===== src/rtl/mem_arbiter.sv =====
// mem_arbiter
//    Shares one combinational-read RAM between the MIPS core (port 0) and the
//    program-loader/debug master (port 1). Each access takes one IDLE cycle to
//    arbitrate and latch the command, then one ACCESS cycle that drives the RAM.
//    Read data is captured per port at the closing edge of ACCESS.
//
// Ports
//    CLK, RST                 clock, synchronous active-high reset
//    reqN/weN/selN/addrN/     port N command (N = 0, 1), held while reqN is high
//    wdataN
//    gntN                     port N access is on the RAM this cycle
//    rvalidN/rdataN           port N read data pulse / held read data
//    ram_addr/ram_wdata/      RAM command, from the latched command registers
//    ram_we/ram_sel
//    ram_rdata                RAM read data (combinational)
//
// state  | meaning
// -------+-----------------------------------------------------------
// IDLE   | no RAM access; arbitrate and latch winner's command
// ACCESS | latched command drives the RAM; gnt[owner] high for one cycle

module mem_arbiter #(
   parameter int ADDRESS_WIDTH = 32,
   parameter int DATA_WIDTH    = 32,
   parameter int RR_MODE       = 0,
   parameter int STARVE_LIMIT  = 4
) (
   input  logic                     CLK,
   input  logic                     RST,
   input  logic                     req0,
   input  logic                     we0,
   input  logic [1:0]               sel0,
   input  logic [ADDRESS_WIDTH-1:0] addr0,
   input  logic [DATA_WIDTH-1:0]    wdata0,
   output logic                     gnt0,
   output logic                     rvalid0,
   output logic [DATA_WIDTH-1:0]    rdata0,
   input  logic                     req1,
   input  logic                     we1,
   input  logic [1:0]               sel1,
   input  logic [ADDRESS_WIDTH-1:0] addr1,
   input  logic [DATA_WIDTH-1:0]    wdata1,
   output logic                     gnt1,
   output logic                     rvalid1,
   output logic [DATA_WIDTH-1:0]    rdata1,
   output logic [ADDRESS_WIDTH-1:0] ram_addr,
   output logic [DATA_WIDTH-1:0]    ram_wdata,
   output logic                     ram_we,
   output logic [1:0]               ram_sel,
   input  logic [DATA_WIDTH-1:0]    ram_rdata
);

   typedef enum logic {
      IDLE   = 1'b0,
      ACCESS = 1'b1
   } state_t;

   localparam int CNT_W = (STARVE_LIMIT < 1) ? 1 : $clog2(STARVE_LIMIT + 1);
   localparam logic [CNT_W-1:0] CNT_LIMIT = CNT_W'(STARVE_LIMIT);
   localparam logic [CNT_W-1:0] CNT_ONE   = CNT_W'(1);

   state_t                   state_q, state_d;
   logic                     owner_q, owner_d;
   logic                     last_owner_q, last_owner_d;
   logic [CNT_W-1:0]         starve_cnt_q, starve_cnt_d;
   logic                     cmd_we_q, cmd_we_d;
   logic [1:0]               cmd_sel_q, cmd_sel_d;
   logic [ADDRESS_WIDTH-1:0] cmd_addr_q, cmd_addr_d;
   logic [DATA_WIDTH-1:0]    cmd_wdata_q, cmd_wdata_d;
   logic                     rvalid0_q, rvalid0_d;
   logic                     rvalid1_q, rvalid1_d;
   logic [DATA_WIDTH-1:0]    rdata0_q, rdata0_d;
   logic [DATA_WIDTH-1:0]    rdata1_q, rdata1_d;
   logic                     pick;

   always_comb begin
      state_d      = state_q;
      owner_d      = owner_q;
      last_owner_d = last_owner_q;
      starve_cnt_d = starve_cnt_q;
      cmd_we_d     = cmd_we_q;
      cmd_sel_d    = cmd_sel_q;
      cmd_addr_d   = cmd_addr_q;
      cmd_wdata_d  = cmd_wdata_q;
      rvalid0_d    = 1'b0;
      rvalid1_d    = 1'b0;
      rdata0_d     = rdata0_q;
      rdata1_d     = rdata1_q;
      pick         = owner_q;

      case (state_q)
         IDLE: begin
            if (req0 || req1) begin
               if (req0 && req1) begin
                  if (RR_MODE != 0) begin
                     pick = ~last_owner_q;
                  end else if (starve_cnt_q == CNT_LIMIT) begin
                     pick = 1'b1;
                  end else begin
                     pick         = 1'b0;
                     starve_cnt_d = starve_cnt_q + CNT_ONE;
                  end
               end else begin
                  pick = req1;
               end

               // port 1 winning for any reason ends its losing streak
               if (pick) begin
                  starve_cnt_d = '0;
               end
               if (RR_MODE != 0) begin
                  starve_cnt_d = '0;
               end

               owner_d      = pick;
               last_owner_d = pick;
               cmd_we_d     = pick ? we1    : we0;
               cmd_sel_d    = pick ? sel1   : sel0;
               cmd_addr_d   = pick ? addr1  : addr0;
               cmd_wdata_d  = pick ? wdata1 : wdata0;
               state_d      = ACCESS;
            end
         end
         ACCESS: begin
            state_d = IDLE;
            if (!cmd_we_q) begin
               if (owner_q) begin
                  rvalid1_d = 1'b1;
                  rdata1_d  = ram_rdata;
               end else begin
                  rvalid0_d = 1'b1;
                  rdata0_d  = ram_rdata;
               end
            end
         end
         default: state_d = IDLE;
      endcase
   end

   // reset overrides the read capture of an in-flight ACCESS; the RAM write
   // itself still lands because ram_we is decoded from the current state
   always_ff @(posedge CLK) begin
      if (RST) begin
         state_q      <= IDLE;
         owner_q      <= 1'b0;
         last_owner_q <= 1'b1;
         starve_cnt_q <= '0;
         cmd_we_q     <= 1'b0;
         cmd_sel_q    <= '0;
         cmd_addr_q   <= '0;
         cmd_wdata_q  <= '0;
         rvalid0_q    <= 1'b0;
         rvalid1_q    <= 1'b0;
         rdata0_q     <= '0;
         rdata1_q     <= '0;
      end else begin
         state_q      <= state_d;
         owner_q      <= owner_d;
         last_owner_q <= last_owner_d;
         starve_cnt_q <= starve_cnt_d;
         cmd_we_q     <= cmd_we_d;
         cmd_sel_q    <= cmd_sel_d;
         cmd_addr_q   <= cmd_addr_d;
         cmd_wdata_q  <= cmd_wdata_d;
         rvalid0_q    <= rvalid0_d;
         rvalid1_q    <= rvalid1_d;
         rdata0_q     <= rdata0_d;
         rdata1_q     <= rdata1_d;
      end
   end

   assign gnt0      = (state_q == ACCESS) && !owner_q;
   assign gnt1      = (state_q == ACCESS) &&  owner_q;
   assign ram_we    = (state_q == ACCESS) &&  cmd_we_q;
   assign ram_addr  = cmd_addr_q;
   assign ram_wdata = cmd_wdata_q;
   assign ram_sel   = cmd_sel_q;
   assign rvalid0   = rvalid0_q;
   assign rvalid1   = rvalid1_q;
   assign rdata0    = rdata0_q;
   assign rdata1    = rdata1_q;

endmodule


===== config.mk =====
export PLATFORM = sky130hd
export DESIGN_NAME = mem_arbiter
export DESIGN_NICKNAME = d
export VERILOG_FILES = /design/src/rtl/mem_arbiter.sv
export SDC_FILE = /design/constraint.sdc
export NUM_CORES = 1
export LEC_CHECK = 0
export ABC_CLOCK_PERIOD_IN_PS = 3580
export CORE_UTILIZATION = 40
export CTS_BUF_LIST = sky130_fd_sc_hd__clkbuf_16
export DETAILED_ROUTE_END_ITERATION = 16
export PLACE_DENSITY = 0.89
export SLEW_MARGIN = 20
export SYNTH_ARGS = -nofsm -noshare
export SYNTH_HDL_FRONTEND = slang
export SYNTH_SLANG_ARGS = --single-unit

===== constraint.sdc =====
create_clock -name CLK -period 3.58 [get_ports CLK]
set_input_delay 0.358 -clock CLK [delete_from_list [all_inputs] [get_ports CLK]]
set_output_delay 0.358 -clock CLK [all_outputs]
set_load 0.05 [all_outputs]

==> impl_results.md, run 1 <==
* Status: completed
* Clock Tree Root: clkbuf_16
* Min Hold Slack at 0.376 ns
* Reg power frac at 37.2%
* Chip Height at 122 µm
* GPL Wtd Cong at 0.857
* Largest net degree at the start of global routing at 92
* Final worst setup slack at 1.25 ns
* Die width at 122 µm
* Synthesized area per cell at 8.22 µm²
* Sequential cell area fraction in the yosys report at 47.6%
* Reg-to-reg startpoint: starve_cnt_q[0]$_SDFFE_PP0P_
* Syn Inst Count at 706
* Worst r2r path cells at 6
* Slew @ Worst Pin at 0.971 ns
* Cts hold-fix bufs at 0
* Wire length per cell at 16.4 µm
* Final wirelength at 19.0 mm
* Max Freq at 429 MHz
* First-pass GRT wire length at 29.3 mm
* Post-CTS Setup Inserts at 0
* R2r setup slk at 1.44 ns
* Via count at 6,232
* Setup TNS at 0 ns
* Initial Utilization at 41.5%
* Most common cell after layout, fill and taps aside: clkdlybuf4s50_1
* Via density per instance at 5.38
* Worst Setup End Kind: output port
* Hpwl dp at 12.9 mm
* Clk buf depth at 2
* Num CTS Buffers at 17
* Tcrit/Tclk final at 65.2%
* Most frequent cells in the layout: 302 x clkdlybuf4s50_1, 138 x dfxtp_1, 130 x nand2_1
* Hold path depth at 3
* Fin util at 66.6%
* DP Area at 8710 µm²
* P_sw at 1.40 mW
* Post-synth top area share at 47.6%
* Switch share at 30.7%
* Synth area leaders: dfxtp_1 48%, a311oi_1 9.7%, nand2_1 8.4%
* Synth-to-Final Area Change at 60.5%
* CTS Sinks at 138
* Unique cell type count in the Yosys netlist at 32
* Int Pwr at 3.17 mW
* Io pins at 305
* Initial antenna violation count at 0
* Worst Path Arrival at 1.97 ns
* HP Class: input pin to flip-flop
* Die area at 15,000 µm²
* RSZ-0062 raised after global routing: no
* Clock power frac at 39.0%
* Htree depth at 4
* ANT cells at 0
* Hold wc startpoint: req1
* Core area at 14,000 µm²
* Cell Rows at 43
* CTS tree: yes
* Combinational fraction of design power at 23.8%
* Syn_nets at 878
* GRT overflow at 0
* DP Worst Slack at 1.16 ns
* # port buffers at 304
* Cell area after layout at 9310 µm²
* Kind of critical path: flip-flop to output port
* Yosys reg bits at 138
* Final Critical Period at 2.33 ns
* DRC at 0
* Worst Hold Path EP: state_q$_SDFF_PP0_
* Max Cap Viol at 0
* Synth area leader: dfxtp_1
* Slew margin rel. at 35.1%
* Final Hold Vio Count at 0
* Reg clk slew, reported paths at 0.06 ns
* Critical R2R Capture: ram_wdata[13]$_SDFFE_PP0P_
* Slew Limit Fails at 0
* Drt pass-1 iters at 5
* DRT iter0 DRCs at 394
* CP Data Required Time at 3.22 ns
* Finish-stage setup viols at 0
* Layout cell share with drive strength beyond 1 at 5.32%
* Synthesized area at 5800 µm²
* Final net count at 1,137
* VDD IR max at 0.000333 V
* CP max FO at 11
* Vias in the first global route at 5,800
* Pwr Density at 491 nW/µm²
* Post-route ant nets at 0
* Worst skew pair latency at 0.41 ns
* Post-cts sizing count at 0
* Startpoint type of the worst setup path: flip-flop
* Cell leakage power at 3.25 nW
* Ys Warns at 0
* Gr usage total at 25.1%
* Filler Cell Count at 1,091
* Clock Skew at 0.0103 ns
metrics by stage:
stage / std cells / total power [mW]
2_1_floorplan: 706 / 2.38
3_3_place_gp: 1126 / 2.80
3_5_place_dp: 1126 / 2.82
4_1_cts: 1158 / 4.60
5_1_grt: 1158 / 4.74
6_report: 1158 / 4.57
flip-flops by register name, indices dropped and copies added, names as in the netlist, 2 cells and up:
name and flops:
ram_addr 32, ram_wdata 32, rdata1 32, ram_sel 2
rdata0 32, starve_cnt_q 3
worst max-delay path, cell delays in order (launching register included):
cell and delay, ns:
dfxtp_1 0.53, nor2b_1 0.18, clkdlybuf4s50_1 0.85
final cells by class:
class	instances	area, µm²	area share [%]
repair buffers	315	3160	33.9
flip-flops and latches	138	2760	29.7
inverters	3	11.3	0.121
clock buffers	17	425	4.57
clock inverters	15	175	1.88
well taps	180	225	2.42
multi-input cells	490	2560	27.5
cells by family after synthesis:
logic type | after synthesis | share of synthesized area, %
buffers and inverters | 78 | 8.52
adders and majority gates | 2 | 0.431
AOI/OAI and AO/OA | 207 | 23.0
and+or+nand+nor | 281 | 20.4
DFF | 138 | 47.6
worst max path at each step:
stage	startpoint	end	depth (start not counted)
after floorplan	starve_cnt_q[0]$_SDFFE_PP0P_	owner_q$_SDFFE_PP0P_	8
after global placement	req0	ram_addr[6]$_SDFFE_PP0P_	5
after detailed placement	req0	ram_addr[16]$_SDFFE_PP0P_	5
after CTS	state_q$_SDFF_PP0_	gnt0	2
after global routing	state_q$_SDFF_PP0_	gnt0	2
final	state_q$_SDFF_PP0_	gnt0	2
power by group through the flow:
stage          clock [mW]  combinational [mW]  sequential, mW
6_report             1.78                1.09            1.70
5_1_grt              1.88                1.15            1.71
4_1_cts              1.81                1.09            1.70
3_5_place_dp            0                1.08            1.73
3_3_place_gp            0                1.08            1.73
2_1_floorplan           0               0.314            2.07
synthesized netlist by cell type:
master,instances
nand2_1,130
or3b_2,1
a311oi_1,64
buf_8,3
clkbuf_1,28
and3b_1,1
o21ai_0,64
ha_1,2
nor2b_1,2
inv_2,1
o21ai_1,4
a21boi_4,1
clkbuf_2,1
nand3_1,69
inv_1,2
nand4b_1,1
a22oi_1,1
a21bo_1,1
buf_2,19
a21oi_1,67
nor3b_2,1
o21bai_1,1
nand3b_1,1
dfxtp_1,138
nand2b_1,1
buf_6,14
a311oi_2,3
buf_4,10
o21ba_1,1
nor2_1,71
nor3b_1,1
and2_1,2
layer usage:
layer | routed length, µm | share of wire, % | GRT usage [%] | vias to the layer above
li1 | - | - | - | 3001
met1 | 7380 | 39 | 28.4 | 2919
met2 | 9340 | 49 | 42.3 | 271
met3 | 1650 | 8.7 | 8.69 | 41
met4 | 600 | 3.2 | 11.7 | 0
met5 | 0 | 0 | 0 | -
Power figures use the tool's default switching activity.
==> inputs of run 2 (changes only) <==
--- a/config.mk
+++ b/config.mk
@@ -5,11 +5,11 @@
 export SDC_FILE = /design/constraint.sdc
 export NUM_CORES = 1
 export LEC_CHECK = 0
-export ABC_CLOCK_PERIOD_IN_PS = 3580
-export CORE_UTILIZATION = 40
+export ABC_CLOCK_PERIOD_IN_PS = 1900
+export CORE_UTILIZATION = 36
 export CTS_BUF_LIST = sky130_fd_sc_hd__clkbuf_16
 export DETAILED_ROUTE_END_ITERATION = 16
-export PLACE_DENSITY = 0.89
+export PLACE_DENSITY = 0.85
 export SLEW_MARGIN = 20
 export SYNTH_ARGS = -nofsm -noshare
 export SYNTH_HDL_FRONTEND = slang
==> constraint.sdc (replaced) <==
create_clock -name CLK -period 1.9 [get_ports CLK]
set_input_delay 0.19 -clock CLK [delete_from_list [all_inputs] [get_ports CLK]]
set_output_delay 0.19 -clock CLK [all_outputs]
set_load 0.05 [all_outputs]
==> impl_results.md, run 2 (synthesis results as in run 1) <==
* Final wirelength at 19.3 mm
* Vias in the first global route at 5,997
* Tcrit/Tclk final at 95.1%
* Die area at 16,600 µm²
* Post-route ant nets at 0
* Number of buffers and inverters on the critical path at 1
* Initial Utilization at 36.7%
* Most frequent cells in the layout: 298 x clkdlybuf4s50_1, 138 x dfxtp_1, 130 x nand2_1
* Gr usage total at 23.3%
* DRC at 0
* Hpwl dp at 13.7 mm
* Clk buf depth at 2
* Slowest stage cell, crit path: clkdlybuf4s50_1
* Reg clk slew, reported paths at 0.06 ns
* DP Area at 8970 µm²
* Synth-to-Final Area Change at 64.2%
* Clock Tree Root: clkbuf_16
* CP max FO at 2
* Cell Rows at 46
* Final Critical Period at 1.81 ns
* Startpoint type of the worst setup path: flip-flop
* Power Total at 8.44 mW
* Kind of critical path: flip-flop to output port
* DRT iter0 DRCs at 279
* Pwr Density at 886 nW/µm²
* CTS tree: yes
* First-pass GRT wire length at 30.1 mm
* Slew @ Worst Pin at 0.790 ns
* CP Data Required Time at 1.71 ns
* Family with the most delay on the worst path: buffers and inverters
* Final worst setup slack at 0.0931 ns
* RSZ-0062 raised after global routing: no
* Worst Setup End Kind: output port
* DP Worst Slack at -0.00192 ns
* Chip Height at 129 µm
* Max Freq at 553 MHz
* Cell area after layout at 9530 µm²
* Slew Limit Fails at 0
* Worst skew pair latency at 0.42 ns
* Largest net degree at the start of global routing at 70
* Via count at 6,212
* Hold wc startpoint: RST
* Finish-stage setup viols at 0
* VDD IR max at 0.000580 V
* Clock Skew at 0.0102 ns
* GRT overflow at 0
* Slew margin rel. at 47.3%
* GPL Wtd Cong at 0.787
* CTS Sinks at 138
* Die width at 129 µm
* Max incr delay on CP at 0.86 ns
* Worst Setup SP: ram_addr[4]$_SDFFE_PP0P_
* Cts hold-fix bufs at 0
* Layout cell share with drive strength beyond 1 at 7.63%
* Post-CTS Setup Inserts at 0
* Cell leakage power at 3.37 nW
* Drt pass-1 iters at 4
* Final Hold Vio Count at 0
* Register area at 2760 µm²
* Reg-to-reg startpoint: starve_cnt_q[0]$_SDFFE_PP0P_
* Status: completed
* Final net count at 1,155
* Worst Path Arrival at 1.62 ns
* Htree depth at 4
* Num CTS Buffers at 17
* Most common cell after layout, fill and taps aside: clkdlybuf4s50_1
* Filler Cell Count at 1,382
* Multi-input gate area at 2560 µm²
* Max Cap Viol at 0
* Setup TNS at 0 ns
* Post-cts sizing count at 0
* Wire length per cell at 15.9 µm
* Io pins at 305
* Via density per instance at 5.12
* Core area at 15,800 µm²
* HP Class: input pin to flip-flop
* Initial antenna violation count at 1
* # port buffers at 304
* Cell Chain, Critical Path: clkdlybuf4s50_1
## run 2: cell count changes in the layout (fill, tap and decap cells not counted), moves of 2 or more
cell,delta
buf_12,+7
buf_4,+15
bufinv_16,-2
clkdlybuf4s50_1,-4
clkinv_1,-2
clkinv_2,+5
clkinv_4,+2
clkinvlp_4,-3
## run 2: metal layers
layer | part of all wire, % | wire, µm | GRT usage, %
met1 | 39 | 7500 | 26.1
met2 | 50 | 9630 | 40.8
met3 | 8.8 | 1690 | 7.32
met4 | 2.3 | 448 | 9.48
met5 | 0 | 0 | 0
## run 2: final timing paths
path                                                  to  slack, ns  cells past startpoint
worst min-delay path                owner_q$_SDFFE_PP0P_       0.21                      2
worst max register to register  ram_addr[7]$_SDFFE_PP0P_       0.20                      6
worst min register to register    rdata1[8]$_SDFFE_PP0P_       0.45                      2
worst max-delay path                         ram_addr[4]       0.09                      1
## run 2: layout make-up
class / count / share of cell area, %
clock inverters: 15 / 1.34
well taps: 216 / 2.84
flip-flops and latches: 138 / 29.0
multi-input cells: 490 / 26.8
repair buffers: 333 / 35.4
diodes: 1 / 0.0263
clock buffers: 17 / 4.47
inverters: 3 / 0.118
## run 2: stage by stage
step	cells	hold WS [ns]	util [%]
2_1_floorplan	706	0.326	-
3_3_place_gp	1180	0.440	56.7
3_5_place_dp	1180	0.447	56.7
4_1_cts	1212	0.191	60.2
5_1_grt	1213	0.233	60.2
6_report	1213	0.210	60.2
## run 2: report_power, final
group          internal (mW)  switching [mW]  total [mW]
sequential              3.09           0.100        3.19
clock                   1.80            1.32        3.12
combinational          0.870            1.26        2.13
total                   5.76            2.68        8.44
==> patch 1, RTL diff (flow settings as in run 2) <==
Reset style: asynchronous (`RST`), changed in one clocked block. Comments in the files are not updated.
--- a/src/rtl/mem_arbiter.sv
+++ b/src/rtl/mem_arbiter.sv
@@ -140,5 +140,5 @@
    // reset overrides the read capture of an in-flight ACCESS; the RAM write
    // itself still lands because ram_we is decoded from the current state
-   always_ff @(posedge CLK) begin
+   always_ff @(posedge CLK or posedge RST) begin
       if (RST) begin
          state_q      <= IDLE;
Behaviour: differs if RST is asserted again (counterexample within 4 cycles, from zero or initial values and one cycle with RST high); with RST held inactive, the same outputs for 4 cycles.
==> patch 1 against run 2 <==
Design area is 7.2% higher. Setup slack worse by 0.030 ns. Sequential cell count stayed put. Critical endpoint is now ram_addr[27]. Synthesized cell count is 22% lower. Area after synthesis is 6.6% higher. Wire length is 4.7% higher.
Power is not compared: it rests on default switching activity, and its combinational part moved more than twofold at a synthesized area within 25%.
==> patch 1: results (changes against run 2) <==
ys async rst share=100.0% (+100 points); number of DRC markers in iteration 0=257 (-7.9%); crit path DAT=1.65 ns (+0.03 ns); routability cong.=0.7801 (-0.91%); share of layout cells above drive strength 1=19.40% (+12 points); Area contributors post-synth=dfrtp_1 (56%), mux2_2 (12%), nand2_1 (8.4%), nand4_1 (6.8%), o211ai_2 (6.1%); adder-cell share of the synthesized area=0.4044% (-0.027 points); fin nets=1021 (-12%); input/output buffers=304 (unchanged); vias=5605 (-9.8%); first-pass GRT wire length=31600 um (+4.9%); skew final=0.008424 ns (-0.001765 ns); CP delay by family, top=buffers and inverters; largest net degree at the start of global routing=71 (+1.4%); initial antenna violation count=0 (-1); Ant. Diodes=0 (-1); drt pass-1 iters=5 (+1); top cells by count, synth=dfrtp_1 (138), nand2_1 (138), nand4_1 (67), mux2_2 (64), o211ai_1 (37); post-DP HPWL=14040 um (+2.5%); Seq/Total Area, Yosys=55.81% (+8.2 points); status=complete, no violations; Global Route Usage Sum=23.21% (-0.045 points); Root Driver=clkbuf_16; vias in the first global route=5796 (-3.4%); post-synth cell types=25 (-22%); pre-CTS worst setup slack=-0.09921 ns (-0.09729 ns); syn_nets=722 (-18%); max_slew headroom=53.76% (+6.5 points)
-- patch 1: changes by cell type in the layout (fill, tap and decap cells not counted), sizes merged, moves of 5 or more --
| cell | before | now |
|---|---|---|
| dfrtp | 0 | 138 |
| nor2 | 71 | 0 |
| nand4 | 0 | 67 |
| o21ai | 68 | 2 |
| o211ai | 0 | 67 |
| clkinv | 10 | 5 |
| mux2 | 0 | 64 |
| a311oi | 67 | 0 |
| dfxtp | 138 | 0 |
| nand3 | 69 | 0 |
| a21oi | 67 | 0 |
| nand2 | 130 | 138 |
-- patch 1: stage by stage --
stage	cell area [sq um]	std cells
6_report	10210	1081
5_1_grt	10210	1081
4_1_cts	10200	1081
3_5_place_dp	9569	1049
3_3_place_gp	9569	1049
2_1_floorplan	6191	550
-- patch 1: timing repair --
item	CTS	global route
cloned	1	0
gates resized for setup	2	2
endpoints found under the setup margin	21	2
pin swaps	0	0
setup buffers	0	0
-- patch 1: worst paths after layout --
path / start / end / slack [ns] / cells past startpoint
worst max-delay path: ram_addr[27] / ram_addr[27] / 0.06 / 1
worst min-delay path: req1 / owner_q / 0.16 / 3
worst max register to register: starve_cnt_q[0] / ram_addr[11] / 0.16 / 6
worst min register to register: ram_wdata[30] / ram_wdata[30] / 0.49 / 2
max in group asynchronous: RST / ram_addr[5] / 1.13 / 3
min in group asynchronous: RST / cmd_we_q / 0.22 / 2
-- patch 1: cell families after synthesis --
logic type / after synthesis
adders and majority gates: 2
AOI/OAI and AO/OA: 75
muxes: 64
and+or+nand+nor: 214
DFF: 138
buffers and inverters: 57
-- patch 1: cell type report --
cell class	count	area [sq um]
Fill cell	1330	6494
Inverter	6	28.78
Multi-Input combinational cell	356	2485
Clock buffer	17	425.4
Timing Repair Buffer	330	3343
Tap cell	220	275.3
Sequential cell	138	3453
Clock inverter	14	196.4
-- patch 1: where the power goes --
part | switching [mW] | leakage [nW] | internal (mW) | total [mW]
logic | 4.86 | 2.27 | 2.76 | 7.62
clock network | 1.31 | 0.307 | 2.20 | 3.51
registers | 0.552 | 1.66 | 3.92 | 4.47
-- patch 1: layer usage --
metal | GRT usage (%) | vias up | wire length [um]
li1 | - | 2576 | -
met1 | 27.91 | 2727 | 8021
met2 | 39.67 | 273 | 10070
met3 | 7.344 | 29 | 1689
met4 | 7.134 | 0 | 407
met5 | 0 | - | 0
==> patch 2, RTL diff (settings of run 2) <==
Without the edit above. `RR_MODE`: 0 -> 1.
--- a/src/rtl/mem_arbiter.sv
+++ b/src/rtl/mem_arbiter.sv
@@ -23,5 +23,5 @@
    parameter int ADDRESS_WIDTH = 32,
    parameter int DATA_WIDTH    = 32,
-   parameter int RR_MODE       = 0,
+   parameter int RR_MODE       = 1,
    parameter int STARVE_LIMIT  = 4
 ) (
Function: changed (Yosys sat finds a counterexample within 4 cycles, from zero or initial values and one cycle with RST high).
==> patch 2 against run 2 <==
Design area fell by 3.3%. Total power rose by 2.2%. Area after synthesis fell by 7.0%. Clock power rose by 4%. First-iteration DRC count rose by 15%. Setup slack got worse by 0.0078 ns. Sequential cell count fell by 2. Wire length fell by 9.5%. Global-route usage fell by 0.74 points. Largest power group is now the clock network.
==> patch 2: results (changes against run 2) <==
vias in the first global route=5527 (-7.8%); Lkg Pwr=3.451 nW (+2.3%); adder-cell share of the synthesized area=0% (-0.43 points); Reg2Reg Setup Slack=0.33 ns (+0.13 ns); largest net degree at the start of global routing=61 (-13%); metal3 WL=1321 um (-22%); top cells by count, synth=nand2_1 (195), dfxtp_1 (136), a21oi_1 (131), nor2_1 (71), a211oi_1 (47); Seq/Total Area, Yosys=50.48% (+2.9 points); DP Area=0.008632 sq mm (-3.8%); end of the critical path=ram_addr[15]; Tmin final=1.815 ns (+0.007807 ns); status=complete, no violations; M1 WL=6997 um (-6.7%); Hold WS=0.1789 ns (-0.03147 ns); WL met2=8751 um (-9.1%); Ant. Diodes=0 (-1); post-synth cell types=24 (-25%); RR Startpoint=owner_q; met2 Usage GRT=39.13% (-1.6 points); number of DRC markers in iteration 0=322 (+15%); Global Route Usage Sum=22.52% (-0.74 points); Synth Instances=674 (-4.5%); Layout fillers=1199 (-13%); Critical Path Max Stage Delay=0.83 ns (-0.03 ns); Multi-input gate area=0.002409 sq mm (-5.8%); syn_nets=844 (-3.9%); skew final=0.005412 ns (-0.004777 ns); Detailed Route WL=17440 um (-9.5%); worst-margin pin slew=0.7422 ns (-0.04822 ns); Switching Share=32.54% (+0.79 points)
-- patch 2: worst min path at each step --
stage / depth (start not counted) / endpoint / start
global placement: 2 / rdata0[4] / rdata0[4]
finish: 2 / owner_q / RST
floorplan: 2 / rdata0[10] / ram_rdata[10]
CTS: 2 / owner_q / RST
detailed placement: 2 / rdata0[16] / rdata0[16]
global route: 2 / owner_q / RST
-- patch 2: cell type report --
class	count	area share (%)
clock buffers	17	4.617
clock inverters	15	1.697
multi-input cells	479	26.14
repair buffers	321	35.50
well taps	184	2.499
flip-flops and latches	136	29.55
-- patch 2: power by group through the flow --
stage | Sequential, mW | Clock [mW] | Combinational, mW
global placement | 3.22 | 0 | 2.20
finish | 3.16 | 3.24 | 2.21
CTS | 3.17 | 3.31 | 2.23
detailed placement | 3.23 | 0 | 2.22
floorplan | 3.89 | 0 | 0.605
global route | 3.19 | 3.47 | 2.34
